<file path="config.mk">
export PLATFORM = sky130hd
export DESIGN_NAME = fifo_reg
export DESIGN_NICKNAME = d
export VERILOG_FILES = /design/src/rtl/fifo_reg.sv
export SDC_FILE = /design/constraint.sdc
export NUM_CORES = 1
export LEC_CHECK = 0
export ABC_AREA = 1
export BUFFER_PORTS_ARGS = -buffer_cell sky130_fd_sc_hd__buf_2
export CORE_ASPECT_RATIO = 1.5
export CORE_MARGIN = 8
export CORE_UTILIZATION = 57
export CTS_CLUSTER_SIZE = 40
export DETAILED_ROUTE_END_ITERATION = 8
export PLACE_DENSITY_LB_ADDON = 0.15
export SYNTH_ARGS = -nofsm -noshare
export SYNTH_HDL_FRONTEND = slang
export SYNTH_SLANG_ARGS = --single-unit
</file>
<file path="constraint.sdc">
create_clock -name clk -period 3.7 [get_ports clk]
set_clock_uncertainty 0.1 [all_clocks]
set_input_delay 0.74 -clock clk [delete_from_list [all_inputs] [get_ports clk]]
set_output_delay 0.74 -clock clk [all_outputs]
set_load 0.02 [all_outputs]
</file>
<file path="src/rtl/fifo_reg.sv">
// fifo_reg: 4-entry shift-register FIFO with every storage slot exported.
// reg0 is always the head (oldest entry). A pop shifts all slots down by one.
// Optional feature macro: FIFO_REG_CLEAR_ON_POP_EN. When defined, the slot
// vacated by a pop is zeroed, so unused slots read 0. When undefined, that
// slot keeps its stale value.
module fifo_reg #(
  parameter int WIDTH = 8
) (
  input  logic             clk,
  input  logic             reset,
  input  logic             push,
  input  logic             pop,
  input  logic [WIDTH-1:0] data_in,
  output logic             en,
  output logic             fifo_full,
  output logic             fifo_empty,
  output logic [WIDTH-1:0] data_out,
  output logic [WIDTH-1:0] reg0,
  output logic [WIDTH-1:0] reg1,
  output logic [WIDTH-1:0] reg2,
  output logic [WIDTH-1:0] reg3
);

  logic [WIDTH-1:0] r_slot [0:3];
  logic [2:0]       r_count;
  logic             r_en;
  logic [WIDTH-1:0] r_data_out;

  logic             w_pop_ok;
  logic             w_push_ok;
  logic [1:0]       w_wr_idx;
  logic [1:0]       w_tail_idx;

  // Accept decode; a push into a full FIFO is allowed only alongside a pop.
  // When the FIFO is empty the pop is refused, so there is no bypass path.
  always_comb begin
    w_pop_ok   = pop & (r_count != 3'd0);
    w_push_ok  = push & ((r_count != 3'd4) | w_pop_ok);
    // First free slot; only used when count < 4.
    w_wr_idx   = r_count[1:0];
    // Current tail slot; count 4 wraps to index 3, which is intended.
    w_tail_idx = r_count[1:0] - 2'd1;
  end

  // Storage, read register, strobe and occupancy; reset overrides push/pop.
  always_ff @(posedge clk) begin
    if (!reset) begin
      for (int i = 0; i < 4; i++) r_slot[i] <= '0;
      r_count    <= 3'd0;
      r_en       <= 1'b0;
      r_data_out <= '0;
    end else begin
      r_en <= w_pop_ok;
      if (w_pop_ok) begin
        r_data_out <= r_slot[0];
        r_slot[0]  <= r_slot[1];
        r_slot[1]  <= r_slot[2];
        r_slot[2]  <= r_slot[3];
        // The old tail position either takes the new data or is vacated.
        if (w_push_ok) begin
          r_slot[w_tail_idx] <= data_in;
        end else begin
`ifdef FIFO_REG_CLEAR_ON_POP_EN
          r_slot[w_tail_idx] <= '0;
`else
          r_count <= r_count - 3'd1;
`endif
        end
`ifdef FIFO_REG_CLEAR_ON_POP_EN
        if (!w_push_ok) r_count <= r_count - 3'd1;
`endif
      end else if (w_push_ok) begin
        r_slot[w_wr_idx] <= data_in;
        r_count          <= r_count + 3'd1;
      end
    end
  end

  // Flags decode the registered count directly.
  always_comb begin
    fifo_full  = (r_count == 3'd4);
    fifo_empty = (r_count == 3'd0);
  end

  assign en       = r_en;
  assign data_out = r_data_out;
  assign reg0     = r_slot[0];
  assign reg1     = r_slot[1];
  assign reg2     = r_slot[2];
  assign reg3     = r_slot[3];

endmodule

</file>
==> Implementation_results.wiki, run 1 <==
{| class="wikitable"
! Metric !! Value
|-
| Commonest cells in the synthesized netlist || sky130_fd_sc_hd__nand2_1 (82), sky130_fd_sc_hd__inv_1 (40), sky130_fd_sc_hd__nor2_1 (35)
|-
| Clock Latency Late Sink || 0.29 ns
|-
| Mean routed wirelength per cell || 14.1 µm
|-
| Detailed-router iteration count before antenna repair || 4
|-
| Post-synth ARST share || 0%
|-
| Worst Path Class, Setup || register to register
|-
| YS warnings || 0
|-
| Number of sinks on the clock net || 44
|-
| I/O pin cnt || 55
|-
| Setup-failing EPs final || 0
|-
| Final standard cell utilization of the core || 67.5%
|-
| Residual DRC || 0
|-
| Ant. Diodes || 0
|-
| Number of core rows || 28
|-
| Sum of negative setup slack || 0 ns
|-
| Final hold viol count || 0
|-
| Leakage power summed over all cells || 0.00137 µW
|-
| Min Clock Period, post-route || 2.67 ns
|-
| Fraction of layout instances using a drive strength above 1 || 24.5%
|-
| Post-synth top area share || 42.6%
|-
| Buf+Inv Stages, Crit Path || 1
|-
| Die outline height || 93.0 µm
|-
| Buffer type at the clock tree root || sky130_fd_sc_hd__clkbuf_8
|-
| Period Utilization, post-route || 72.3%
|-
| Required time reported for the critical path endpoint || 3.57 ns
|-
| Sequential element share of the synthesized area || 53.3%
|-
| Synthesized flop and latch total || 44
|-
| Delay contributed by the slowest stage of the critical path || 0.45 ns
|-
| Highest clock rate || 374 MHz
|-
| Bufs on Longest Clock Path || 2
|-
| Area of combinational cells with multiple inputs || 852 µm²
|-
| Max-slew headroom at the worst pin || 68.5%
|-
| Remaining number of nets flagged by the antenna check after routing || 0
|-
| Number of instances in the placed design || 356
|-
| RSZ-0062 raised after global routing || no
|-
| Core area || 3890 µm²
|-
| Number of buffers inserted for hold repair after clock tree synthesis || 0
|-
| Count of vias placed by the detailed router || 1845
|-
| Area Growth Syn to Fin || 16.4%
|-
| Library cell occupying the most area in the post-synthesis netlist || sky130_fd_sc_hd__edfxtp_1
|-
| Antenna violations before repair || 0
|-
| Power density of the placed cells || 775 nW/µm²
|-
| Vias in the first global route || 1828
|-
| Number of DRC violations after detailed-routing iteration 0 || 67
|-
| Fin worst setup slack || 1.03 ns
|-
| Half-perimeter wire length of the detailed placement result || 4.13 mm
|-
| Net count, final || 333
|-
| Placer Congestion || 0.904
|-
| Avg Cell Area, Syn || 8.57 µm²
|-
| Per-cell via count in the routed design || 5.07
|-
| Storage cell area || 1200 µm²
|-
| Total count of max-transition violations in the final report || 0
|-
| Width of the die || 67.4 µm
|-
| Critical-path cell list || inv_2 > ha_1 > nand2_2 > nand2_2 > ha_1 > nand2_8 > xor2_4 > nand3_2 > nand2_1
|-
| Highest net fanout along the worst path || 9
|-
| Reg-to-reg critical path startpoint || r_count[0]
|-
| Remaining Overflow, GRT || 0
|-
| Pin count of the biggest net entering global routing || 29
|-
| Port Buf Inserts || 54
|-
| Clock transition at the registers of the reported paths || 0.08 ns
|-
| Number of buffers created by CTS || 5
|-
| Global-route wire length before repair || 8.28 mm
|-
| Library cell with the highest instance count after synthesis || sky130_fd_sc_hd__nand2_1
|-
| DIE AREA || 6270 µm²
|-
| Arrival time of data at the critical path endpoint || 2.55 ns
|-
| Max cap viols || 0
|-
| Kind of cell with the highest combined delay on the critical path || simple AND/OR/NAND/NOR gates
|-
| Setup crit end kind || register
|-
| Hold crit path type || register to register
|-
| Final cell count without fillers || 364
|-
| DRT Wirelength || 5.13 mm
|-
| Clock tree from TritonCTS || built
|-
| Area contributors post-synth || sky130_fd_sc_hd__edfxtp_1 (43%), sky130_fd_sc_hd__nand2_1 (14%), sky130_fd_sc_hd__dfxtp_1 (11%)
|-
| CP startpoint kind || register
|-
| Peak VDD IR || 0.556 mV
|-
| Post-synth EDFFs || 32
|-
| Post-Synthesis Net Count || 278
|-
| Post-CTS setup repair buffer count || 0
|-
| Global routing usage summed across all routing layers || 17.3%
|-
| Number of gates resized after cts || 0
|-
| Launch point of the worst path || r_count[0]
|-
| Actual slew at the worst max-slew pin || 0.471 ns
|-
| Initial core utilization || 58.0%
|-
| Run status || finished, final reports clean
|-
| Worst Min Path Start || data_out[3]
|-
| Number of filler instances in the final layout || 329
|-
| Pre-CTS setup slack || 1.01 ns
|-
| Netlist cell types || 28
|-
| Total standard cell area after synthesis || 2250 µm²
|-
| Deepest level of the CTS H-tree || 2
|-
| Count of mapped cells out of synthesis || 263
|-
| Critical-path top delay cell || sky130_fd_sc_hd__dfxtp_1
|-
| Commonest register cell after synthesis || sky130_fd_sc_hd__edfxtp_1
|}
-- layout by cell type (no fill, tap or decap), types with 2 or more instances in the layout --
master                     count
sky130_fd_sc_hd__edfxtp_1     32
sky130_fd_sc_hd__o21ai_0       2
sky130_fd_sc_hd__nand2_4       4
sky130_fd_sc_hd__inv_2         2
sky130_fd_sc_hd__dfxtp_1      12
sky130_fd_sc_hd__nand2_2       4
sky130_fd_sc_hd__a21oi_1       3
sky130_fd_sc_hd__nor2_1       35
sky130_fd_sc_hd__clkinv_1      2
sky130_fd_sc_hd__inv_1        40
sky130_fd_sc_hd__ha_1          2
sky130_fd_sc_hd__buf_2        54
sky130_fd_sc_hd__nand2_1      82
sky130_fd_sc_hd__nand3_1      25
sky130_fd_sc_hd__nor2_4        3
sky130_fd_sc_hd__clkbuf_8      5
-- final cells by class --
class | instances | area share, %
Sequential cell | 44 | 45.8
Multi-Input combinational cell | 170 | 32.5
Timing Repair Buffer | 54 | 10.3
Inverter | 43 | 6.15
Clock inverter | 2 | 0.429
Clock buffer | 6 | 2.76
Tap cell | 45 | 2.14
-- registers in the layout, summed over array words and instances, names as in the netlist --
signal / flops
r_slot: 32
r_count: 3
en: 1
data_out: 8
-- metrics by stage --
step           total power, µW  cell area, µm²  hold WS (ns)
2_1_floorplan             1500            2250         0.402
3_3_place_gp              1750            2540         0.331
3_5_place_dp              1770            2540         0.336
4_1_cts                   2050            2630         0.354
5_1_grt                   2170            2630         0.377
6_report                  2030            2630         0.350
-- worst reg2reg max path: cells and delay by family, from the launching register on --
| kind | cells | cell delay, ns |
|---|---|---|
| DFF | 1 | 0.45 |
| buffers and inverters | 1 | 0.11 |
| and+or+nand+nor | 5 | 0.93 |
| xor gates and xnor gates | 1 | 0.24 |
| adders and majority gates | 2 | 0.52 |
-- final timing paths --
check | end | slack [ns] | depth (start not counted)
min | data_out[3] | 0.35 | 2
max reg2reg | r_slot[3][2] | 1.03 | 9
min reg2reg | data_out[3] | 0.35 | 2
max | r_slot[3][2] | 1.03 | 9
-- kinds of logic (layout without fill, tap and decap cells) --
logic type               Yosys count  count (layout)  share of synthesized area (%)
AO/OA/AOI/OAI                      8               8                           2.39
XOR/XNOR                           2               2                           1.61
adder cells (fa/ha/maj)            3               3                           2.00
buffers and inverters             49             105                           8.93
flip-flops                        44              44                           53.3
AND/OR/NAND/NOR                  157             157                           31.8
-- report_power, final --
part / switching [µW] / internal, µW
logic: 649 / 270
clock network: 159 / 131
registers: 95.8 / 729
-- layer usage --
layer / vias to the layer above / wire length [µm] / part of all wire [%] / GRT usage, %
li1: 925 / - / - / -
met1: 828 / 1710 / 33 / 15.5
met2: 71 / 2750 / 54 / 31.5
met3: 21 / 395 / 7.7 / 4.91
met4: 0 / 267 / 5.2 / 12.3
met5: - / 0 / 0 / 0
Note: power is estimated with default switching activity, not from simulation.
==> run 2: changes to the inputs <==
- ABC_AREA: 1 -> 0
- CORE_UTILIZATION: 57 -> 52
- clock period: 3.7 -> 2.78 ns (I/O delays scaled with it)
==> run 2 against run 1 <==
Effect of this change: die area up 2.4%; sequential power up 27%; setup slack got worse by 0.78 ns; global-route usage down 1.7 points; maximum frequency is 5.4% higher; count of clock-buffer cells in the layout is 1 higher; largest power group unchanged; synthesized cell count down 31%; combinational power grew 17%; power increased by 29%; largest cell class unchanged; cell area decreased by 2.1%.
==> Implementation_results.wiki, run 2 <==
{| class="wikitable"
! Metric !! Value
|-
| Run status || finished, final reports clean
|-
| CP startpoint kind || register
|-
| Per-cell via count in the routed design || 5.30
|-
| Number of DRC violations after detailed-routing iteration 0 || 65
|-
| Most used cells in the layout excluding fill and tap cells || sky130_fd_sc_hd__buf_2 (54), sky130_fd_sc_hd__nand2_1 (35), sky130_fd_sc_hd__edfxtp_1 (32)
|-
| Number of sinks on the clock net || 44
|-
| Area contributors post-synth || sky130_fd_sc_hd__edfxtp_1 (45%), sky130_fd_sc_hd__dfxtp_1 (11%), sky130_fd_sc_hd__mux2i_1 (11%)
|-
| Residual DRC || 0
|-
| Post-synth top area share || 45.3%
|-
| Peak VDD IR || 0.614 mV
|-
| Commonest register cell after synthesis || sky130_fd_sc_hd__edfxtp_1
|-
| Sum of negative setup slack || 0 ns
|-
| Antenna violations before repair || 0
|-
| Count of mapped cells out of synthesis || 182
|-
| Detailed-router iteration count before antenna repair || 4
|-
| Net count, final || 256
|-
| Setup slack, reg-to-reg || 0.24 ns
|-
| Netlist cell types || 32
|-
| Area of combinational cells with multiple inputs || 818 µm²
|-
| Worst Min Path Start || data_out[4]
|-
| Area Growth Syn to Fin || 21.2%
|-
| Clock tree from TritonCTS || built
|-
| Buffer type at the clock tree root || sky130_fd_sc_hd__clkbuf_8
|-
| Storage cell area || 1200 µm²
|-
| Fin worst setup slack || 0.244 ns
|-
| YS warnings || 0
|-
| Sequential element share of the synthesized area || 56.7%
|-
| Count of vias placed by the detailed router || 1520
|-
| Global routing usage summed across all routing layers || 15.6%
|-
| RSZ-0062 raised after global routing || no
|-
| Fraction of layout instances using a drive strength above 1 || 31.4%
|-
| Number of buffers created by CTS || 5
|-
| Port Buf Inserts || 54
|-
| Max-slew headroom at the worst pin || 69.8%
|-
| Destination of the worst register-to-register timing path || r_slot[0][2]
|-
| Remaining number of nets flagged by the antenna check after routing || 0
|-
| Arrival time of data at the critical path endpoint || 2.40 ns
|-
| Number of core rows || 28
|-
| Highest net fanout along the worst path || 8
|-
| Commonest cells in the synthesized netlist || sky130_fd_sc_hd__nand2_1 (35), sky130_fd_sc_hd__edfxtp_1 (32), sky130_fd_sc_hd__mux2i_1 (24)
|-
| Pin count of the biggest net entering global routing || 29
|-
| Ant. Diodes || 0
|-
| Number of filler instances in the final layout || 344
|-
| Width of the die || 68.1 µm
|-
| Final cell count without fillers || 287
|-
| Die outline height || 94.2 µm
|-
| Post-synth EDFFs || 32
|-
| Library cell occupying the most area in the post-synthesis netlist || sky130_fd_sc_hd__edfxtp_1
|-
| Total standard cell area after synthesis || 2120 µm²
|-
| Fin Hold WS || 0.352 ns
|-
| Post-Synthesis Net Count || 197
|-
| Number of gates resized after cts || 0
|-
| Final standard cell utilization of the core || 65.5%
|-
| DRT Wirelength || 4.62 mm
|-
| Bufs on Longest Clock Path || 2
|-
| Library cell with the highest instance count after synthesis || sky130_fd_sc_hd__nand2_1
|-
| DIE AREA || 6420 µm²
|-
| Post-synth ARST share || 0%
|-
| Number of instances in the placed design || 277
|-
| Actual slew at the worst max-slew pin || 0.452 ns
|-
| Total count of max-transition violations in the final report || 0
|-
| Worst Path Class, Setup || register to register
|-
| Most common library cell in the layout ignoring fill and taps || sky130_fd_sc_hd__buf_2
|-
| Reg2Reg Depth || 8
|-
| Initial core utilization || 54.0%
|-
| Placer Congestion || 0.789
|-
| Final hold viol count || 0
|-
| Setup crit end kind || register
|-
| Min Clock Period, post-route || 2.54 ns
|-
| Pre-CTS setup slack || 0.137 ns
|-
| Remaining Overflow, GRT || 0
|-
| Hold EP || data_out[4]
|-
| I/O pin cnt || 55
|-
| Top register by number of flip-flops || r_slot
|-
| Leakage power summed over all cells || 0.00124 µW
|-
| Setup-failing EPs final || 0
|-
| Power density of the placed cells || 1020 nW/µm²
|-
| Hold Crit Depth || 2
|-
| Reg-to-reg critical path startpoint || r_count[1]
|-
| Half-perimeter wire length of the detailed placement result || 3.71 mm
|-
| Clock transition at the registers of the reported paths || 0.08 ns
|-
| Synthesized flop and latch total || 44
|-
| Avg Cell Area, Syn || 11.6 µm²
|-
| Mean routed wirelength per cell || 16.1 µm
|-
| Max cap viols || 0
|-
| Core area || 3920 µm²
|-
| Global-route wire length before repair || 7.57 mm
|-
| Clock Latency Late Sink || 0.30 ns
|-
| Required time reported for the critical path endpoint || 2.64 ns
|-
| Largest register FFs || 32
|-
| Vias in the first global route || 1673
|-
| Deepest level of the CTS H-tree || 2
|-
| Highest clock rate || 394 MHz
|-
| Hold crit path type || register to register
|-
| Period Utilization, post-route || 91.2%
|}
==> run 2: worst max-delay path, stage by stage (launching register included) <==
cell and delay [ns]:
sky130_fd_sc_hd__dfxtp_1 0.41, sky130_fd_sc_hd__inv_1 0.12, sky130_fd_sc_hd__ha_1 0.25, sky130_fd_sc_hd__and2_1 0.18, sky130_fd_sc_hd__a21boi_0 0.18, sky130_fd_sc_hd__ha_1 0.26, sky130_fd_sc_hd__nand2_2 0.10, sky130_fd_sc_hd__nor3_2 0.24
sky130_fd_sc_hd__nand3b_1 0.36
==> run 2: repair_timing <==
action                     4_1_cts  5_1_grt
setup buffers                    0        2
setup endpoints to repair        0       16
hold buffers                     0        0
==> run 2: kinds of logic (layout without fill, tap and decap cells) <==
family,Yosys count,after routing,synth area share [%]
AND/OR/NAND/NOR,69,69,16.6
flip-flops,44,44,56.7
multiplexers,24,24,11.3
buffers and inverters,23,83,4.84
AO/OA/AOI/OAI,16,16,7.20
adder cells (fa/ha/maj),3,3,2.12
XOR/XNOR,3,3,1.24
==> run 2: metal layers <==
| layer | vias up | GRT usage (%) | share of wire [%] |
|---|---|---|---|
| met2 | 52 | 27.7 | 53 |
| met5 | - | 0 | 0 |
| li1 | 747 | - | - |
| met4 | 0 | 7.89 | 1.6 |
| met3 | 10 | 6.45 | 7.9 |
| met1 | 711 | 14.5 | 37 |
==> run 2: final cells by class <==
class	count	area share [%]
inverter	15	2.29
tap	45	2.19
clock inverter	1	1.17
clock buffer	7	2.97
multi-input combinational	115	31.9
timing repair buffer	60	12.8
sequential	44	46.8
==> run 2: how the worst max path moves through the flow <==
stage | depth (start not counted) | startpoint | to
finish | 8 | r_count[1] | r_slot[0][2]
global route | 10 | r_count[1] | r_slot[1][1]
CTS | 9 | r_count[1] | r_slot[3][2]
detailed placement | 9 | r_count[1] | r_slot[3][2]
global placement | 9 | r_count[1] | r_slot[3][1]
floorplan | 12 | r_count[0] | r_slot[3][0]
==> run 2: through the flow <==
step / total power [µW] / area, µm²
CTS: 2620 / 2540
floorplan: 1800 / 2120
finish: 2620 / 2570
detailed placement: 2150 / 2430
global placement: 2110 / 2430
global route: 2770 / 2570
==> run 2: power by group <==
part	leakage, µW	switching (µW)	total [µW]	internal [µW]
Clock	0.0000524	215	484	269
Combinational	0.000754	708	1080	375
Sequential	0.000438	104	1050	948
